### src/rtl/rv_ri_core_param.sv
// Single-cycle RV32I/RV64I R/I-type integer core with fetch stall,
// illegal-instruction halt and a saturating retire counter.
module rv_ri_core_param #(
    parameter int                    DATA_WIDTH = 32,
    parameter int                    NUM_REGS   = 32,
    parameter logic [DATA_WIDTH-1:0] RESET_PC   = '0,
    parameter int                    CNT_WIDTH  = 32
) (
    input  logic                  clk1,
    input  logic                  reset1,
    input  logic                  imem_valid,
    input  logic [31:0]           imem_rdata,
    output logic [DATA_WIDTH-1:0] PC,
    output logic [DATA_WIDTH-1:0] alu_out,
    output logic [DATA_WIDTH-1:0] wr_back_data,
    output logic                  wr_en,
    output logic                  halted,
    output logic [DATA_WIDTH-1:0] trap_pc,
    output logic [CNT_WIDTH-1:0]  retire_cnt
);
    localparam int SHW = (DATA_WIDTH == 64) ? 6 : 5;
    localparam int FW  = 12 - SHW;
    localparam int RW  = $clog2(NUM_REGS);
    localparam logic [FW-1:0] SRAI_F = FW'(1) << (FW - 2);

    typedef enum logic {RUN, HALT} state_e;

    state_e                state_q, state_d;
    logic [DATA_WIDTH-1:0] pc_q, pc_d;
    logic [DATA_WIDTH-1:0] trap_q, trap_d;
    logic [CNT_WIDTH-1:0]  cnt_q, cnt_d;
    logic [DATA_WIDTH-1:0] rf_q [NUM_REGS];
    logic [DATA_WIDTH-1:0] rf_d [NUM_REGS];

    logic [6:0]            opcode, f7;
    logic [4:0]            rd, rs1, rs2;
    logic [2:0]            f3;
    logic [FW-1:0]         fhi;
    logic                  is_r, is_i, regs_ok, legal;
    logic [DATA_WIDTH-1:0] imm, op_a, op_b, alu, sra_res;
    logic [SHW-1:0]        shamt;

    assign opcode = imem_rdata[6:0];
    assign rd     = imem_rdata[11:7];
    assign f3     = imem_rdata[14:12];
    assign rs1    = imem_rdata[19:15];
    assign rs2    = imem_rdata[24:20];
    assign f7     = imem_rdata[31:25];
    assign fhi    = imem_rdata[31:20+SHW];
    assign is_r   = (opcode == 7'b0110011);
    assign is_i   = (opcode == 7'b0010011);

    // rs2 is only a register index for R-type; for I-type it is immediate bits
    assign regs_ok = (int'(rd) < NUM_REGS) && (int'(rs1) < NUM_REGS)
                   && (!is_r || int'(rs2) < NUM_REGS);

    always_comb begin
        legal = 1'b0;
        if (is_r) begin
            legal = (f7 == 7'h00)
                  || (f7 == 7'h20 && (f3 == 3'd0 || f3 == 3'd5));
        end else if (is_i) begin
            case (f3)
                3'd1:    legal = (fhi == '0);
                3'd5:    legal = (fhi == '0) || (fhi == SRAI_F);
                default: legal = 1'b1;
            endcase
        end
        legal = legal && regs_ok;
    end

    assign imm     = {{(DATA_WIDTH-12){imem_rdata[31]}}, imem_rdata[31:20]};
    assign op_a    = rf_q[rs1[RW-1:0]];
    assign op_b    = is_r ? rf_q[rs2[RW-1:0]] : imm;
    assign shamt   = op_b[SHW-1:0];
    assign sra_res = $signed(op_a) >>> shamt;

    // bit 30 distinguishes SUB/SRA/SRAI in both widths
    always_comb begin
        alu = '0;
        case (f3)
            3'd0: alu = (is_r && imem_rdata[30]) ? op_a - op_b : op_a + op_b;
            3'd1: alu = op_a << shamt;
            3'd2: alu = {{(DATA_WIDTH-1){1'b0}}, $signed(op_a) < $signed(op_b)};
            3'd3: alu = {{(DATA_WIDTH-1){1'b0}}, op_a < op_b};
            3'd4: alu = op_a ^ op_b;
            3'd5: alu = imem_rdata[30] ? sra_res : op_a >> shamt;
            3'd6: alu = op_a | op_b;
            3'd7: alu = op_a & op_b;
            default: alu = '0;
        endcase
    end

    always_ff @(posedge clk1) begin
        if (!reset1) state_q <= RUN;
        else         state_q <= state_d;
    end

    always_comb begin
        state_d = state_q;
        case (state_q)
            RUN:     if (imem_valid && !legal) state_d = HALT;
            HALT:    state_d = HALT;
            default: state_d = RUN;
        endcase
    end

    always_comb begin
        wr_en  = 1'b0;
        halted = 1'b0;
        case (state_q)
            RUN:     wr_en = imem_valid && legal && (rd != 5'd0);
            HALT:    halted = 1'b1;
            default: wr_en = 1'b0;
        endcase
    end

    always_comb begin
        pc_d   = pc_q;
        cnt_d  = cnt_q;
        trap_d = trap_q;
        rf_d   = rf_q;
        if (state_q == RUN && imem_valid) begin
            if (legal) begin
                pc_d = pc_q + DATA_WIDTH'(4);
                if (cnt_q != '1) cnt_d = cnt_q + CNT_WIDTH'(1);
            end else begin
                trap_d = pc_q;
            end
        end
        if (wr_en) rf_d[rd[RW-1:0]] = alu;
    end

    always_ff @(posedge clk1) begin
        if (!reset1) begin
            pc_q   <= RESET_PC;
            cnt_q  <= '0;
            trap_q <= '0;
            for (int i = 0; i < NUM_REGS; i++) rf_q[i] <= '0;
        end else begin
            pc_q   <= pc_d;
            cnt_q  <= cnt_d;
            trap_q <= trap_d;
            rf_q   <= rf_d;
        end
    end

    assign PC           = pc_q;
    assign alu_out      = alu;
    assign wr_back_data = alu;
    assign trap_pc      = trap_q;
    assign retire_cnt   = cnt_q;
endmodule

### config.mk
export PLATFORM = sky130hd
export DESIGN_NAME = rv_ri_core_param
export DESIGN_NICKNAME = d
export VERILOG_FILES = /design/src/rtl/rv_ri_core_param.sv
export SDC_FILE = /design/constraint.sdc
export NUM_CORES = 2
export LEC_CHECK = 0
export CAP_MARGIN = 20
export CORE_MARGIN = 1.5
export CORE_UTILIZATION = 52
export CTS_BUF_LIST = sky130_fd_sc_hd__clkbuf_8
export CTS_CLUSTER_DIAMETER = 100
export CTS_CLUSTER_SIZE = 24
export DETAILED_ROUTE_END_ITERATION = 10
export PLACE_DENSITY = 0.73
export SYNTH_ARGS = -nofsm -noshare
export SYNTH_HDL_FRONTEND = slang
export SYNTH_SLANG_ARGS = --single-unit
### constraint.sdc
create_clock -name clk1 -period 12.53 [get_ports clk1]
set_input_delay 3.1325 -clock clk1 [delete_from_list [all_inputs] [get_ports clk1]]
set_output_delay 3.1325 -clock clk1 [all_outputs]
set_load 0.01 [all_outputs]
==> Yosys cells after proc, flatten, opt, wreduce, memory -nomap -nowiden <==
Cells that the tools add are included.
W data, S select, Z words.
{ "totals": {"ff_bits": 1121, "input_bits": 35} }
{ "op_classes": {"add_sub_neg": 4, "magnitude_cmp": 6, "n_eq_ne": 11, "n_shift": 3, "n_mux": 20, "bitwise_logic": 8, "n_reduce_logical": 17} }
{ "ops": {"columns": ["operator", "count"], "rows": [
  ["$bwmux W1024", 1],
  ["$bmux W32 S5", 2],
  ["$mux W32", 8],
  ["$pmux W32 S8", 1],
  ["$demux W32 S5", 1],
  ["$lt A32 B32 Y1", 2],
  ["$add A32 B1 Y32 const B", 1],
  ["$add A32 B3 Y32 const B", 1],
  ["$add A32 B32 Y32", 1],
  ["$and A32 B32 Y32", 1],
  ["$ne A32 B32 Y1 const B", 1],
  ["$or A32 B32 Y32", 1],
  ["$shl A32 B5 Y32", 1],
  ["$shr A32 B5 Y32", 1],
  ["$sshr A32 B5 Y32", 1],
  ["$sub A32 B32 Y32", 1],
  ["$xor A32 B32 Y32", 1],
  ["$ge A6 B6 Y1 const B", 3],
  ["$not A5 Y6", 3],
  ["$eq A7 B6 Y1 const B", 2],
  ["$eq A3 B3 Y1 const B", 4],
  ["$eq A7 B5 Y1 const B", 1],
  ["$logic_and A1 B1 Y1", 7],
  ["$logic_not A7 Y1", 1],
  ["other kinds (12)", 22]
]} }

==> Depth between registers and ports, before layout <==
{ "depth": {"word_depth": 9, "ltp_mapped": 27, "mapped_depth_nobuf": 19} }

==> Worst setup path after synthesis <==
Ideal clock, no wire load.
{ "synth_timing": {"path_type": "input to output", "startpoint": "input port imem_rdata[20]", "endpoint": "output port wr_back_data[29]", "arrival_time_ns": 9.306, "path_slack_ns": 0.092, "stages": 25, "cell_sequence": "buf_2 > buf_2 > clkbuf_1 > clkbuf_1 > buf_1 > mux4_2 > mux4_2 > nand2_1 > a21oi_1 > a21oi_1 > ha_1 > clkbuf_1 > o21a_1 > o211ai_1 > a311oi_1 > o21bai_1 > o311a_1 > o21ai_0 > a21oi_1 > o31ai_1 > xnor2_1 > a211oi_2 > clkbuf_1 > inv_1 > buf_4"} }
{ "synth_between": {"elab_chain_cells": 8, "word_cells_on_any_way": 16, "classes_between": "add/sub (2); shift (3); mux (7); bitwise (4)"} }
{ "synth_rtl": {"columns": ["element", "line", "source"], "rows": [
  ["from (decl)", "12", "input logic [31:0] imem_rdata,"],
  ["$not A5 Y6 (not written as such)", "74", "assign op_b = is_r ? rf_q[rs2[RW-1:0]] : imm;"],
  ["$bmux W32 S5", "74", null],
  ["$mux W32 (not written as such) (2 in a row)", "74", null],
  ["$mux W32 *", "74", null],
  ["$add A32 B32 Y32, or another cell as far along", "82", "3'd0: alu = (is_r && imem_rdata[30]) ? op_a - op_b : op_a + op_b;"],
  ["$mux W32 (on tied branches)", "82, 87", null],
  ["$pmux W32 S8 *", "81", "case (f3)"],
  ["to (decl)", "15", "output logic [DATA_WIDTH-1:0] wr_back_data,"]
]} }
Mark *: on every way between the ends. The rest lies on a longest branch, timed or not. The select of a mux whose other input is x is not followed.

==> Worst setup path after layout <==
{ "layout_timing": {"startpoint": "input port imem_rdata[5]", "endpoint": "output port wr_back_data[31]"} }
{ "layout_between": {"elab_chain_cells": 5, "word_cells_on_any_way": 14, "classes_between": "add/sub (2); eq/ne (1); shift (3); mux (4); bitwise (3); reduce/logical (1)"} }
{ "layout_rtl": {"columns": ["element", "line", "source"], "rows": [
  ["$eq A7 B6 Y1 *", "50", "assign is_r = (opcode == 7'b0110011);"],
  ["$mux W32", "74", null],
  ["$add A32 B32 Y32, or another cell as far along", "82", null],
  ["$mux W32 (on tied branches)", "82, 87", null],
  ["$pmux W32 S8 *", "81", null]
]} }
Mark *: on every way between the ends. The rest lies on a longest branch, timed or not.

==> summary.md <==
| Metric | Value |
|---|---|
| Fin. max-slew vios | 0 |
| TritonCTS clock tree | done |
| Layout cells sized above 1 | 19.62% |
| Worst EP required | 9400 ps |
| Vias per std cell | 7.054 |
| Crit share post-route | approximately 98% |
| GR Util met3 | 8.563% |
| Max Cap Violations | 0 |
| Top cells by area, synth | dfxtp_1, mux4_2, o21ai_0 |
| Pwr per Cell Area | about 91 nW/um^2 |
| Global route overflow | 0 |
| Wire length of the first global-routing pass | 354100 um |
| Non-Filler Cell Area, Final | 67340 sq um |
| Wire per inst | 31.17 um |
| Buffers on Ports | 192 |
| Total global-route track usage | a little under 40% |
| Fin Hold WS | 497.6 ps |
| TritonRoute pass-1 iters | 9 |
| Die Span X | ~350 um |
| Io pins | 197 |
| Mapped cell area | 62620 sq um |
| Crit path launch type | primary input |
| Syn avg cell area | 9.819 sq um |
| H-tree depth | 2 |
| Post-synth EDFFs | 0 |
| Largest net degree at the start of global routing | 317 |
| Post-placement cell area | around 66000 sq um |
| Core footprint | 119700 sq um |
| Max clock buf depth | 3 |
| Final hold vios | 0 |
| Root buf cell | clkbuf_8 |
| Die Ht | 350.0 um |
| Routed Wire Length | 244300 um |
| Cts hold-fix bufs | 0 |
| Final #Nets | 6352 |
| Routed Antenna Nets | 0 |
| Die area | 122500 sq um |
| Relative slew slack | less than 1% |
| Final WS setup | 193.8 ps |
| Global routing met1 resource utilization | between 50% and 60% |
| Setup bufs post-CTS | 0 |
| Lkg Pwr | approximately 0.024 uW |
| Final setup vio count | 0 |
| Pre-CTS WS | 152.2 ps |
| Clock sinks | 1117 |
| CTS clock-pin slew for the worst setup and hold paths | 130 ps |
| YS warnings | 0 |
| Initial core utilization | 52.33% |
| Post-CTS resize count | 0 |
| Gpl congestion | 1.072 |
| F_max | approximately 80 MHz |
| RSZ-0062 raised after global routing | no |
| Busiest grt layer | met2 |
| Yosys top cell by area | dfxtp_1 |
| Register area share after synthesis | 35.71% |
| Met2 GRT Util | 57.49% |
| Top_reg_cell synth | dfxtp_1 |
| DR vias | 55281 |
| Number of buffers created by CTS | 53 |
| Area Overhead vs Synth | 7.541% |
| Flops & latches, synth | between 1000 and 1500 |
| Top cell type's share of synthesized area | between 30% and 40% |
| Detail Placement HPWL | 164200 um |
| Setup tns final | 0 ps |
| CP Capture Type | primary output |
| Cells after Synth | 6377 |
| # DRC | 0 |
| Row cnt | 127 |
| Status | completed |
| Pwr Total | approximately 6000 uW |
| Count of different cell masters after synthesis | 100 |
| Arrival time at the worst endpoint | about 9200 ps |
| Synth cell count leaders | dfxtp_1, o21ai_0, a21oi_1, mux4_2, clkbuf_1 |
| Worst skew pair latency | approximately 860 ps |
| Worst slew pin tran | 1494 ps |
| VDD IR max | 107.9 uV |
| Worst Path Max Fanout | 12 |
| Initial DRC Count | 8099 |
| Minimum clock period | 12340 ps |
| Initial antenna violation count | 7 |
| CP Class | in -> out |
| Clk_skew | 99.66 ps |
| Vias in the first global route | 51971 |
| Most common cell in the netlist | dfxtp_1 |
| Worst Hold Class | reg -> reg |
| Fraction of registers with async set/reset | 0% |
==> per-stage QoR <==
stage | util, % | std cells
floorplan | - | 6380
detailed placement | 55.54 | 7772
global route | 56.27 | 7836
CTS | 56.23 | 7834
global placement | 55.52 | 7771
finish | 56.28 | 7837
==> worst paths after layout <==
kind / end / cells past startpoint / slack, ps / from
setup / recovery: wr_back_data[31] / 18 / 190 / imem_rdata[5]
hold / removal: rf_q[1000]$_SDFFE_PN0P_ / 1 / 500 / rf_q[1000]$_SDFFE_PN0P_
setup reg to reg: rf_q[767]$_SDFFE_PN0P_ / 18 / 6700 / rf_q[419]$_SDFFE_PN0P_
hold reg to reg: rf_q[1000]$_SDFFE_PN0P_ / 1 / 500 / rf_q[1000]$_SDFFE_PN0P_
==> where the power goes <==
group          switching (uW)  total [uW]  internal [uW]
clock network            1130        1540            407
logic                     687        1020            333
registers               0.406        3550           3550
total                    1820        6110           4290
==> registers in the layout (all words and copies together) (netlist names) <==
signal      flops
retire_cnt     32
state_q         1
trap_pc        30
PC             30
rf_q         1024
==> cell usage in the layout, fill, tap and decap left out, types with 16 or more instances in the layout <==
master           synthesis  final
a31oi_1                 76     76
nand2b_1                21     20
xor2_1                  40     40
nor2b_1                 20     19
nor2_4                   0     33
a31o_2                  22     22
o32ai_1                127    127
and2_1                  48     48
inv_1                  117    115
nand3_1                 48     48
clkdlybuf4s50_1          0    180
buf_4                   62    302
nand4_1                 18     18
nor2_1                 422    381
o21ai_0                816    816
nor3_1                  39     37
and3_1                  16     16
a221oi_1                21     21
dfxtp_1               1117   1117
a21oi_1                739    738
mux2_2                  57     57
ha_1                    99     99
buf_12                   0     29
o211ai_1                21     21
mux2i_1                168    168
nand2_1                397    397
or3_1                   16     16
a211oi_1               196    196
a21oi_2                 22     20
o22ai_1                 39     39
mux4_2                 601    601
clkbuf_8                 0     55
o31ai_1                 22     22
xnor2_1                 41     41
==> layout make-up <==
| cell class | instances | area (sq um) |
|---|---|---|
| fill | 10356 | 52320 |
| sequential | 1117 | 22360 |
| timing repair buffer | 522 | 4780 |
| antenna | 2 | 5.005 |
| clock buffer | 55 | 757.0 |
| multi-input combinational | 4390 | 36850 |
| tap | 1612 | 2017 |
| clock inverter | 7 | 67.56 |
| inverter | 132 | 503.0 |
==> logic make-up after synthesis <==
group / after synthesis / synth area share, %
AO/OA/AOI/OAI: 2274 / 21.68
flip-flops: 1117 / 35.71
AND/OR/NAND/NOR: 1095 / 7.617
buffers and inverters: 873 / 6.195
multiplexers: 835 / 25.62
adder cells (fa/ha/maj): 101 / 2.042
XOR/XNOR: 81 / 1.133
other: 1 / 0.005989
==> per-layer routing <==
| layer | routed length [um] | up-vias |
|---|---|---|
| met1 | 94880 | 27313 |
| met4 | 15420 | 6 |
| met3 | 28710 | 650 |
| li1 | - | 23572 |
| met5 | 44 | - |
| met2 | 105300 | 3740 |
==> critical path, stage by stage <==
cell,delay [ps]
clkdlybuf4s50_1,570
and3_1,320
nor2_2,870
buf_4,380
a31o_2,170
ha_1,260
nand3_1,240
or4_1,590
a311oi_1,380
o21bai_1,260
o311a_1,290
o211ai_1,110
a32oi_1,240
xnor2_1,90
o311a_1,290
and3_1,330
inv_1,120
clkdlybuf4s50_1,540
(Power assumes the default switching activity.)
